File: src/rtl/clk_period_monitor.sv
// Synchronises a slow square wave, emits rise/fall strobes and checks its half-period for lock.
// Optional sticky error output enabled by defining CLK_PERIOD_MON_STICKY_ERR_EN.
module clk_period_monitor #(
  parameter int unsigned MAX_HALF_PERIOD = 1024,
  parameter int unsigned TOLERANCE       = 1,
  parameter int unsigned LOCK_COUNT      = 4,
  localparam int unsigned CNT_W          = $clog2(MAX_HALF_PERIOD + 1)
) (
  input  logic             clk_in,
  input  logic             reset,
  input  logic             sig_in,
  input  logic [CNT_W-1:0] expected_half,
  output logic             rise_pulse,
  output logic             fall_pulse,
  output logic [CNT_W-1:0] half_period,
  output logic             period_valid,
  output logic             locked,
  output logic             timeout
`ifdef CLK_PERIOD_MON_STICKY_ERR_EN
  ,
  output logic             err_sticky
`endif
);

  localparam int unsigned MC_W = $clog2(LOCK_COUNT + 1);

  localparam logic [CNT_W-1:0] CntOne  = CNT_W'(1);
  localparam logic [CNT_W-1:0] MaxM1   = CNT_W'(MAX_HALF_PERIOD - 1);
  localparam logic [CNT_W-1:0] TolW    = CNT_W'(TOLERANCE);
  localparam logic [MC_W-1:0]  McOne   = MC_W'(1);
  localparam logic [MC_W-1:0]  LockCnt = MC_W'(LOCK_COUNT);

  typedef enum logic [1:0] {StIdle, StAcquire, StLocked} state_e;

  state_e           state_q, state_d;
  logic             sync1_q, sync2_q, prev_q;
  logic [CNT_W-1:0] half_cnt_q, half_cnt_d;
  logic [CNT_W-1:0] half_period_q, half_period_d;
  logic             period_valid_q, period_valid_d;
  logic [MC_W-1:0]  match_cnt_q, match_cnt_d;

  logic             edge_det;
  logic [CNT_W-1:0] meas;
  logic [CNT_W-1:0] diff;
  logic             is_match;
  logic             timeout_cond;

  always_ff @(posedge clk_in or posedge reset) begin
    if (reset) begin
      sync1_q        <= 1'b0;
      sync2_q        <= 1'b0;
      prev_q         <= 1'b0;
      state_q        <= StIdle;
      half_cnt_q     <= '0;
      half_period_q  <= '0;
      period_valid_q <= 1'b0;
      match_cnt_q    <= '0;
    end else begin
      sync1_q        <= sig_in;
      sync2_q        <= sync1_q;
      prev_q         <= sync2_q;
      state_q        <= state_d;
      half_cnt_q     <= half_cnt_d;
      half_period_q  <= half_period_d;
      period_valid_q <= period_valid_d;
      match_cnt_q    <= match_cnt_d;
    end
  end

  always_comb begin
    rise_pulse   = sync2_q & ~prev_q;
    fall_pulse   = ~sync2_q & prev_q;
    edge_det     = rise_pulse | fall_pulse;
    meas         = half_cnt_q + CntOne;
    // Unsigned absolute difference without wrap.
    diff         = (meas >= expected_half) ? (meas - expected_half) : (expected_half - meas);
    is_match     = (diff <= TolW);
    timeout_cond = (state_q != StIdle) && !edge_det && (half_cnt_q == MaxM1);
  end

  always_comb begin
    state_d        = state_q;
    half_cnt_d     = half_cnt_q;
    half_period_d  = half_period_q;
    period_valid_d = 1'b0;
    match_cnt_d    = match_cnt_q;
    unique case (state_q)
      StIdle: begin
        half_cnt_d = '0;
        if (edge_det) begin
          state_d     = StAcquire;
          match_cnt_d = '0;
        end
      end
      StAcquire, StLocked: begin
        if (edge_det) begin
          half_cnt_d     = '0;
          half_period_d  = meas;
          period_valid_d = 1'b1;
          if (state_q == StAcquire) begin
            if (is_match) begin
              match_cnt_d = match_cnt_q + McOne;
              if (match_cnt_q + McOne == LockCnt) state_d = StLocked;
            end else begin
              match_cnt_d = '0;
            end
          end else if (!is_match) begin
            state_d     = StAcquire;
            match_cnt_d = '0;
          end
        end else if (timeout_cond) begin
          state_d    = StIdle;
          half_cnt_d = '0;
        end else begin
          half_cnt_d = half_cnt_q + CntOne;
        end
      end
      default: state_d = StIdle;
    endcase
  end

  assign half_period  = half_period_q;
  assign period_valid = period_valid_q;
  assign locked       = (state_q == StLocked);
  assign timeout      = timeout_cond;

`ifdef CLK_PERIOD_MON_STICKY_ERR_EN
  logic err_q;
  logic err_set;

  assign err_set = ((state_q == StLocked) && edge_det && !is_match) || timeout_cond;

  always_ff @(posedge clk_in or posedge reset) begin
    if (reset) begin
      err_q <= 1'b0;
    end else if (err_set) begin
      err_q <= 1'b1;
    end
  end

  assign err_sticky = err_q;
`endif

endmodule

File: config.mk
export PLATFORM = sky130hd
export DESIGN_NAME = clk_period_monitor
export DESIGN_NICKNAME = d
export VERILOG_FILES = /design/src/rtl/clk_period_monitor.sv
export SDC_FILE = /design/constraint.sdc
export NUM_CORES = 1
export LEC_CHECK = 0
export CAP_MARGIN = 25
export CORE_AREA = 2 2 91 114
export CTS_CLUSTER_SIZE = 12
export DETAILED_ROUTE_END_ITERATION = 8
export DIE_AREA = 0 0 93 116
export PLACE_DENSITY_LB_ADDON = 0.25
export SLEW_MARGIN = 5
export SYNTH_ARGS = -nofsm -noshare
export SYNTH_HDL_FRONTEND = slang
export SYNTH_SLANG_ARGS = --single-unit
File: constraint.sdc
create_clock -name clk_in -period 11.1 [get_ports clk_in]
set_input_delay 2.22 -clock clk_in [delete_from_list [all_inputs] [get_ports clk_in]]
set_output_delay 2.22 -clock clk_in [all_outputs]
set_load 0.02 [all_outputs]
==> results_dict.tcl <==
set metrics [dict create \
    status "completed" \
    fin_crit_ns 5.64 \
    synth_seq_cells 31 \
    holdBufCountCts 0 \
    holdPathStages 0 \
    worstPathMaxFanout 9 \
    cts_setup_buffers 0 \
    core_area_um2 9610 \
    cts_resized 0 \
    place_congestion 0.937 \
    ir_drop_mv 0.0746 \
    drv_cap 0 \
    path_clk_slew_ns 0.05 \
    nNetsFinal 400 \
    multi_input_area_um2 1850 \
    drc_errors 0 \
    tritoncts "yes" \
    worstSkewPairLatency_ns 0.27 \
    holdWs_ns 0.345 \
    yosysSeqAreaShare 0.273 \
    required_ns 11.25 \
    tns_ns 0 \
    hold_viol 0 \
    crit_family "simple AND/OR/NAND/NOR gates" \
    globalRouteOverflowTotal 0 \
    initial_utilization 0.296 \
    worstPathCellList "clkdlybuf4s50_1 > inv_1 > ha_1 > nand4_4 > or3_4 > o221ai_1 > and3_2 > a311o_1 > nand4_1 > nor4b_4 > a21boi_2 > nor4_1 > o22ai_1" \
    power_density_nw_per_um2 150 \
    setup_violations 0 \
    dpl-instance-area_um2 3200 \
    end_kind "register" \
    fp.dieArea_um2 10800 \
    fin_util 0.350 \
    worst_path_largest_cell_delay_ns 0.53 \
    dr_total_vias 2446 \
    syn_area_um2 2840 \
    syn_nets 379 \
    cts.sinks 31 \
    clockBufferDepth 2 \
    period_share 0.508 \
    synth-edff-count 0 \
    hold_path_class "reg2reg" \
    dp_hpwl_um 5820 \
    synthArstFlopShare 1.00 \
    htreeDepth 2 \
    numCtsBuffers 5 \
    arrival_ns 5.78 \
    fill_cells 1021 \
    vias_per_cell 5.10 \
    rows 40 \
    diodes 0 \
    path_buf_inv 2 \
    die_h_um 116 \
    synthFlopType "dfrtp_1" \
    worst_pin_slew_ns 0.922 \
    grt_pass1_vias 2462 \
    fmax_mhz 177 \
    firstDrtPassIters 4 \
    final_common_cell "nand2_1" \
    avgSynthCellArea_um2 8.56 \
    layout_common_cells "nand2_1, inv_1, ha_1, dfrtp_1, clkdlybuf4s50_1" \
    crit_slowest_cell "clkdlybuf4s50_1" \
    clock_skew_ns 0.00586 \
    die_w_um 93 \
    pin_count 30 \
    ys_types 66 \
    power.leakage_nw 1.52 \
    netlist_instances 332 \
    stdcell_area_um2 3360 \
    power.total_mw 0.503 \
    drtIter0Drc 82 \
    rr_worst_depth 15 \
    finalWirelength_um 7350 \
    slew_viol_final 0 \
    regArea_um2 776 \
    ys_warn_count 0 \
    root_buffer "clkbuf_16" \
    ant_nets 0 \
    antenna_found_initial 0 \
    grt_setup_unrepaired "false" \
    portBuffers 29 \
    grtUsageTotal 0.143 \
    crit_type "in2reg" \
    area_growth_pct 18.2 \
    cp-start-kind "input port" \
    grt_pass1_wl_um 12400 \
    slew-limit-headroom 0.382 \
    path_depth 13 \
    wire_per_inst_um 15.3 \
    layout-drive-gt1-share 0.0763 \
    grt_max_degree 32 \
]
## cell usage after synthesis (3+ instances only)
library cell,number,share of area
nor2_1,14,0.018
mux2i_1,4,0.014
nand3_1,10,0.018
dfrtp_1,31,0.27
nand2_1,37,0.049
o211ai_1,3,0.0079
and3_1,5,0.011
xor2_1,10,0.031
ha_1,31,0.14
or2_2,3,0.0066
o21ai_0,28,0.049
inv_1,32,0.042
nor2b_1,3,0.0066
a21oi_1,17,0.030
o31ai_1,10,0.026
nand2b_1,7,0.015
clkbuf_1,9,0.012
xnor2_1,6,0.018
buf_4,5,0.013
o21a_1,4,0.011
nor3_1,3,0.0053
a21o_1,3,0.0079
## where the power goes
part / leakage, nW / total, mW / switching, mW / internal [mW]
logic: 1.03 / 0.220 / 0.135 / 0.0845
registers: 0.419 / 0.142 / 0.0144 / 0.128
clock network: 0.0772 / 0.141 / 0.0460 / 0.0953
total: 1.52 / 0.503 / 0.196 / 0.307
## state kept, by name (all words and copies together), names as in the netlist
signal	count
state_q	2
sync2_q	1
sync1_q	1
half_period	11
half_cnt_q	11
prev_q	1
match_cnt_q	3
period_valid	1
## worst paths after layout
path | startpoint | endpoint | slack (ns)
worst max-delay path | expected_half[5] | state_q[0] | 5.46
worst min-delay path | sync1_q | sync2_q | 0.34
worst max register to register | half_cnt_q[2] | state_q[0] | 6.49
worst min register to register | sync1_q | sync2_q | 0.34
max in group asynchronous | reset | half_cnt_q[1] | 8.47
min in group asynchronous | reset | prev_q | 2.33
## through the flow
step | cells | worst slack (ns)
after global placement | 472 | 5.29
after CTS | 480 | 5.53
after floorplan | 332 | 6.33
final | 480 | 5.46
after global routing | 480 | 5.23
after detailed placement | 472 | 5.27
## routing by layer
metal,vias up,track usage,share of wire
met4,0,0.0422,0.014
met1,1181,0.164,0.42
li1,1222,-,-
met3,9,0.0137,0.020
met5,-,0,0
met2,34,0.276,0.55
## logic make-up after synthesis
group	share of synthesized area
AOI/OAI and AO/OA	0.248
and+or+nand+nor	0.184
buffers and inverters	0.0775
adders and majority gates	0.151
DFF	0.273
xor gates and xnor gates	0.0493
muxes	0.0181
## cell type report
| cell class | count | share of cell area |
|---|---|---|
| Clock buffer | 8 | 0.0466 |
| Inverter | 33 | 0.0376 |
| Sequential cell | 31 | 0.231 |
| Timing Repair Buffer | 30 | 0.0886 |
| Tap cell | 126 | 0.0469 |
| Multi-Input combinational cell | 252 | 0.549 |
(Power assumes the default switching activity.)
